## src/rtl/apb_pkg.sv

```systemverilog
// Shared APB4 request/response types and the bridge state encoding.
package apb_pkg;

  typedef struct packed {
    logic        psel;
    logic        penable;
    logic        pwrite;
    logic [2:0]  pprot;
    logic [31:0] paddr;
    logic [31:0] pwdata;
    logic [3:0]  pstrb;
  } apb_req_t;

  typedef struct packed {
    logic        pready;
    logic        pslverr;
    logic [31:0] prdata;
  } apb_resp_t;

  typedef enum logic [1:0] {
    ST_IDLE   = 2'd0,
    ST_SETUP  = 2'd1,
    ST_ACCESS = 2'd2,
    ST_RESP   = 2'd3
  } bridge_state_e;

endpackage

```

## src/rtl/apb_master_bridge.sv

```systemverilog
// Command-stream to APB4 master bridge: one transfer in flight, bounded
// access-phase wait, one response per command.
module apb_master_bridge
  import apb_pkg::*;
#(
  parameter int unsigned TIMEOUT_CYCLES = 256,
  parameter int unsigned TCNT_W         = 16
) (
  input  logic          clk_i,
  input  logic          rst_ni,
  // Both channels: a beat transfers on a rising edge where valid & ready are
  // high; a source keeps valid and its payload stable until that edge.
  input  logic          cmd_valid_i,
  output logic          cmd_ready_o,
  input  logic [31:0]   cmd_addr_i,
  input  logic          cmd_write_i,
  input  logic [31:0]   cmd_wdata_i,
  input  logic [3:0]    cmd_strb_i,
  input  logic [2:0]    cmd_prot_i,
  output logic          rsp_valid_o,
  input  logic          rsp_ready_i,
  output logic [31:0]   rsp_rdata_o,
  output logic          rsp_err_o,
  output logic          rsp_timeout_o,
  output apb_req_t      apb_req_o,
  input  apb_resp_t     apb_resp_i,
  output bridge_state_e dbg_state_o
);

  localparam bit TIMEOUT_EN = (TIMEOUT_CYCLES != 0);
  localparam logic [TCNT_W-1:0] TCNT_LAST =
    TCNT_W'((TIMEOUT_CYCLES != 0) ? TIMEOUT_CYCLES - 1 : 0);

  bridge_state_e     state_q, state_d;
  apb_req_t          req_q, req_d;
  logic              cmd_ready_q, cmd_ready_d;
  logic              rsp_valid_q, rsp_valid_d;
  logic [31:0]       rsp_rdata_q, rsp_rdata_d;
  logic              rsp_err_q, rsp_err_d;
  logic              rsp_timeout_q, rsp_timeout_d;
  logic [TCNT_W-1:0] tcnt_q, tcnt_d;

  always_comb begin
    state_d       = state_q;
    req_d         = req_q;
    cmd_ready_d   = 1'b0;
    rsp_valid_d   = rsp_valid_q;
    rsp_rdata_d   = rsp_rdata_q;
    rsp_err_d     = rsp_err_q;
    rsp_timeout_d = rsp_timeout_q;
    tcnt_d        = tcnt_q;

    case (state_q)
      ST_IDLE: begin
        req_d       = '0;
        cmd_ready_d = 1'b1;
        if (cmd_valid_i && cmd_ready_q) begin
          // The request register doubles as the command latch; read
          // transfers drive no write data or strobes onto the bus.
          cmd_ready_d   = 1'b0;
          state_d       = ST_SETUP;
          req_d.psel    = 1'b1;
          req_d.penable = 1'b0;
          req_d.pwrite  = cmd_write_i;
          req_d.pprot   = cmd_prot_i;
          req_d.paddr   = cmd_addr_i;
          req_d.pwdata  = cmd_write_i ? cmd_wdata_i : 32'h0;
          req_d.pstrb   = cmd_write_i ? cmd_strb_i : 4'h0;
        end
      end

      ST_SETUP: begin
        state_d       = ST_ACCESS;
        req_d.penable = 1'b1;
        tcnt_d        = '0;
      end

      ST_ACCESS: begin
        if (apb_resp_i.pready) begin
          state_d       = ST_RESP;
          req_d         = '0;
          rsp_valid_d   = 1'b1;
          rsp_rdata_d   = req_q.pwrite ? 32'h0 : apb_resp_i.prdata;
          rsp_err_d     = apb_resp_i.pslverr;
          rsp_timeout_d = 1'b0;
        end else if (TIMEOUT_EN && (tcnt_q == TCNT_LAST)) begin
          state_d       = ST_RESP;
          req_d         = '0;
          rsp_valid_d   = 1'b1;
          rsp_rdata_d   = 32'h0;
          rsp_err_d     = 1'b1;
          rsp_timeout_d = 1'b1;
        end else begin
          tcnt_d = tcnt_q + TCNT_W'(1);
        end
      end

      ST_RESP: begin
        req_d = '0;
        if (rsp_ready_i) begin
          state_d     = ST_IDLE;
          rsp_valid_d = 1'b0;
          cmd_ready_d = 1'b1;
        end
      end

      default: begin
        state_d     = ST_IDLE;
        req_d       = '0;
        rsp_valid_d = 1'b0;
      end
    endcase
  end

  always_ff @(posedge clk_i or negedge rst_ni) begin
    if (!rst_ni) begin
      state_q       <= ST_IDLE;
      req_q         <= '0;
      cmd_ready_q   <= 1'b0;
      rsp_valid_q   <= 1'b0;
      rsp_rdata_q   <= 32'h0;
      rsp_err_q     <= 1'b0;
      rsp_timeout_q <= 1'b0;
      tcnt_q        <= '0;
    end else begin
      state_q       <= state_d;
      req_q         <= req_d;
      cmd_ready_q   <= cmd_ready_d;
      rsp_valid_q   <= rsp_valid_d;
      rsp_rdata_q   <= rsp_rdata_d;
      rsp_err_q     <= rsp_err_d;
      rsp_timeout_q <= rsp_timeout_d;
      tcnt_q        <= tcnt_d;
    end
  end

  assign cmd_ready_o   = cmd_ready_q;
  assign rsp_valid_o   = rsp_valid_q;
  assign rsp_rdata_o   = rsp_rdata_q;
  assign rsp_err_o     = rsp_err_q;
  assign rsp_timeout_o = rsp_timeout_q;
  assign apb_req_o     = req_q;
  assign dbg_state_o   = state_q;

endmodule

```

## config.mk

```make
export PLATFORM = sky130hd
export DESIGN_NAME = apb_master_bridge
export DESIGN_NICKNAME = d
export VERILOG_FILES = /design/src/rtl/apb_pkg.sv /design/src/rtl/apb_master_bridge.sv
export SDC_FILE = /design/constraint.sdc
export NUM_CORES = 1
export LEC_CHECK = 0
export BUFFER_PORTS_ARGS = -buffer_cell sky130_fd_sc_hd__clkbuf_2
export CAP_MARGIN = 10
export CORE_UTILIZATION = 49
export DETAILED_ROUTE_END_ITERATION = 8
export GPL_ROUTABILITY_DRIVEN = 0
export PLACE_DENSITY = 0.8
export RECOVER_POWER = 25
export SLEW_MARGIN = 10
export SYNTH_ARGS = -nofsm -noshare
export SYNTH_HDL_FRONTEND = slang
export SYNTH_SLANG_ARGS = --single-unit
```

## constraint.sdc

```tcl
create_clock -name clk_i -period 2.7 [get_ports clk_i]
set_input_delay 0.54 -clock clk_i [delete_from_list [all_inputs] [get_ports clk_i]]
set_output_delay 0.54 -clock clk_i [all_outputs]
set_load 0.1 [all_outputs]
```

==> metrics.cfg <==
[detailed_routing]
dr.pass1.iters = 5
wire_per_inst_um = 15.7
via_per_inst = 5.13
wl_um = 14000
initialDrtViolationCount = 325
postRouteAntennaNets = 0
via_count = 4559
drc = 0

[critical_path]
path_max_fanout = 37
crit_cells = 7
r2r-end = apb_req_o[21]
slowest_stage = nor4bb_4
cp_data_required_time_ns = 3.01
cp_num_buf_inv = 2
arrival_ns = 2.53
reg2reg_slack_ns = 0.48
startpoint = dbg_state_o[0]
cp_top_family = simple AND/OR/NAND/NOR gates
start_kind = flip-flop
critical_path_class = reg2reg
rr_worst_depth = 7
max_stage_delay_ns = 0.52
setup.worst_path.end_class = flip-flop
critical_path.cell_chain = inv_1 > ha_1 > nor4bb_4 > and2_1 > buf_4 > nand2_1 > mux2i_1
timing.rr.start = dbg_state_o[0]
cp-endpoint = apb_req_o[21]

[placement]
place_inst = 857
hpwl_um = 9940
portBuffers = 221
placed_cell_area_um2 = 6960
pre_cts_ws_ns = 0.210

[cells_and_area]
final_cell_area_um2 = 7550
final_util = 0.684
final_nets = 852
multi_input_area_um2 = 2040
n_fill_cell = 820
stdcell_count = 888
num_antenna_cells = 0
area.sequential_um2 = 3200
drive_above_1_share = 0.372
syn2layout_area_growth_pct = 33.5

[hold_path]
hp-class = in2reg

[floorplan]
die_area_um2 = 12000
start_util = 0.513
rows = 38
ios = 222
die_h_um = 109
die_x_um = 109
core_area_um2 = 11000

[clocking]
postCtsSetupBuffers = 0
cts_hold_buf = 0
clk_path_buf_depth = 2
cts-buffers-inserted = 17
worstSkewPairLatency_ns = 0.40
cts.sinks = 128
cts_max_level = 4
post_cts_resized = 0
cts.reportedPaths.clkPinSlew_ns = 0.06
cts.root.buffer_cell = clkbuf_16
cts_tree = yes

[logic_synthesis]
async_flop_share = 1.00
ys_ff_latch = 128
synth_fp_nets = 629
syn_inst = 513
yosys_warnings = 0
ys_seq_area_frac = 0.566
synth_area_per_cell_um2 = 11.0
synth_area_leaders = dfrtp_1 57%, mux2i_1 13%, nand2_1 5.8%
synth-edff-count = 0
ys.flop_type = dfrtp_1
synthesis.area_um2 = 5660
yosysTopAreaCell = dfrtp_1
synth_top_area_frac = 0.566
synth.distinct_cells = 48

[timing]
tns_ns = 0
finalCriticalPeriod_ns = 2.22
setup_viol = 0
skew_ns = 0.0101
maxSlewHeadroom = -0.131
slew_violations = 129
max_freq_mhz = 451
fin_ws_ns = 0.485
final.period_utilization = 0.820
finalHoldViolations = 0
worst_slew_pin_slew_ns = 1.70
rsz0062_at_grt = no

[pwr]
p_seq_frac = 0.264
p_sw_uw = 4910
power.share.combinational = 0.503
ir_worst_vdd_v = 0.00114
p_per_area_nw_per_um2 = 1290
power_leakage_uw = 0.00399
clkPwrFrac = 0.233
swShare = 0.503
p_int_uw = 4860

[status]
violations = capacitance limit, slew limit
outcome = complete, but fails checks

[grt]
antenna_found_initial = 0
grt_pass1_wl_um = 21900
globalRouteTotalUtil = 0.239
grt_pass1_vias = 4555
grt_max_degree = 129
grt_overflow = 0

[flow_run]
maxCapViolCount = 1

==> worst min path at each step <==
| stage | from | to | slack, ns | cells after the start |
|---|---|---|---|---|
| floorplan | rst_ni | apb_req_o[0] | 0.24 | 0 |
| global placement | apb_req_o[73] | apb_req_o[73] | 0.48 | 1 |
| detailed placement | apb_req_o[73] | apb_req_o[73] | 0.47 | 1 |
| CTS | rst_ni | rsp_rdata_o[0] | 0.28 | 2 |
| finish | apb_resp_i[23] | rsp_rdata_o[23] | 0.35 | 2 |
| global route | apb_resp_i[8] | rsp_rdata_o[8] | 0.34 | 2 |
==> cells by family (layout without fill, tap and decap cells) <==
family                   Yosys count  in the layout  synth area share
flip-flops                       128            128             0.566
XOR/XNOR                           2              2           0.00310
multiplexers                      80             80             0.142
AND/OR/NAND/NOR                  127            127             0.106
adder cells (fa/ha/maj)            6              6            0.0133
buffers and inverters            107            342            0.0790
AO/OA/AOI/OAI                     63             63            0.0900
==> through the flow <==
step                power (uW)  hold WS, ns
detailed placement        7500        0.475
CTS                       9810        0.278
global route             10100        0.340
global placement          7410        0.476
finish                    9770        0.354
floorplan                 6580        0.244
==> power groups by stage <==
stage / combinational, uW / clock [uW] / sequential (uW)
global placement: 4830 / 0 / 2570
CTS: 4930 / 2310 / 2570
global route: 5100 / 2420 / 2620
finish: 4910 / 2280 / 2580
floorplan: 1370 / 0 / 5210
detailed placement: 4910 / 0 / 2590
==> cell type report <==
cell class	instances	area share
well taps	140	0.0232
clock buffers	19	0.0573
multi-input cells	278	0.271
repair buffers	234	0.165
clock inverters	12	0.0214
inverters	77	0.0383
flip-flops and latches	128	0.424
==> metal layers <==
| layer | wire (um) | global-route usage | vias up | part of all wire |
|---|---|---|---|---|
| li1 | - | - | 2171 | - |
| met1 | 5760 | 0.290 | 2173 | 0.41 |
| met2 | 7060 | 0.416 | 198 | 0.51 |
| met3 | 954 | 0.0640 | 17 | 0.068 |
| met4 | 190 | 0.0705 | 0 | 0.014 |
| met5 | 0 | 0 | - | 0 |
==> worst reg2reg max path, cell delays in order (launching register included) <==
cell and delay [ns]:
dfrtp_2 0.40, inv_1 0.09, ha_1 0.26, nor4bb_4 0.52, and2_1 0.20, buf_4 0.36, nand2_1 0.13, mux2i_1 0.17
==> state kept, by name (all words and copies together), names as in the netlist <==
signal	flops
rsp_valid_o	1
tcnt_q	16
rsp_timeout_o	1
dbg_state_o	2
cmd_ready_o	1
apb_req_o	74
rsp_err_o	1
rsp_rdata_o	32
==> placed cells by master (no fill, tap or decap), drive strengths merged, types with 3 or more instances in the layout <==
master | synthesis | routed
a21oi | 7 | 7
a22o | 34 | 34
buf | 20 | 12
bufinv | 0 | 3
clkbuf | 10 | 241
clkinv | 0 | 5
clkinvlp | 0 | 3
dfrtp | 128 | 128
ha | 6 | 6
inv | 77 | 78
mux2 | 4 | 4
mux2i | 76 | 76
nand2 | 87 | 87
nand3 | 7 | 7
nand4 | 6 | 6
nor2b | 3 | 3
nor3 | 6 | 6
nor4 | 5 | 5
o211ai | 4 | 4
o21ai | 4 | 4
or4 | 3 | 3
==> cells in the mapped netlist (3+ instances only) <==
cell / number
a21oi_1: 6
inv_1: 77
mux2i_1: 76
nor2b_1: 3
nand4_1: 6
buf_2: 15
nor3_1: 6
o211ai_1: 4
nor4_1: 3
a22o_1: 34
clkbuf_1: 10
mux2_2: 3
ha_1: 6
dfrtp_1: 128
o21ai_0: 3
buf_6: 3
nand2_1: 87
nand3_1: 6
(Power assumes the default switching activity.)
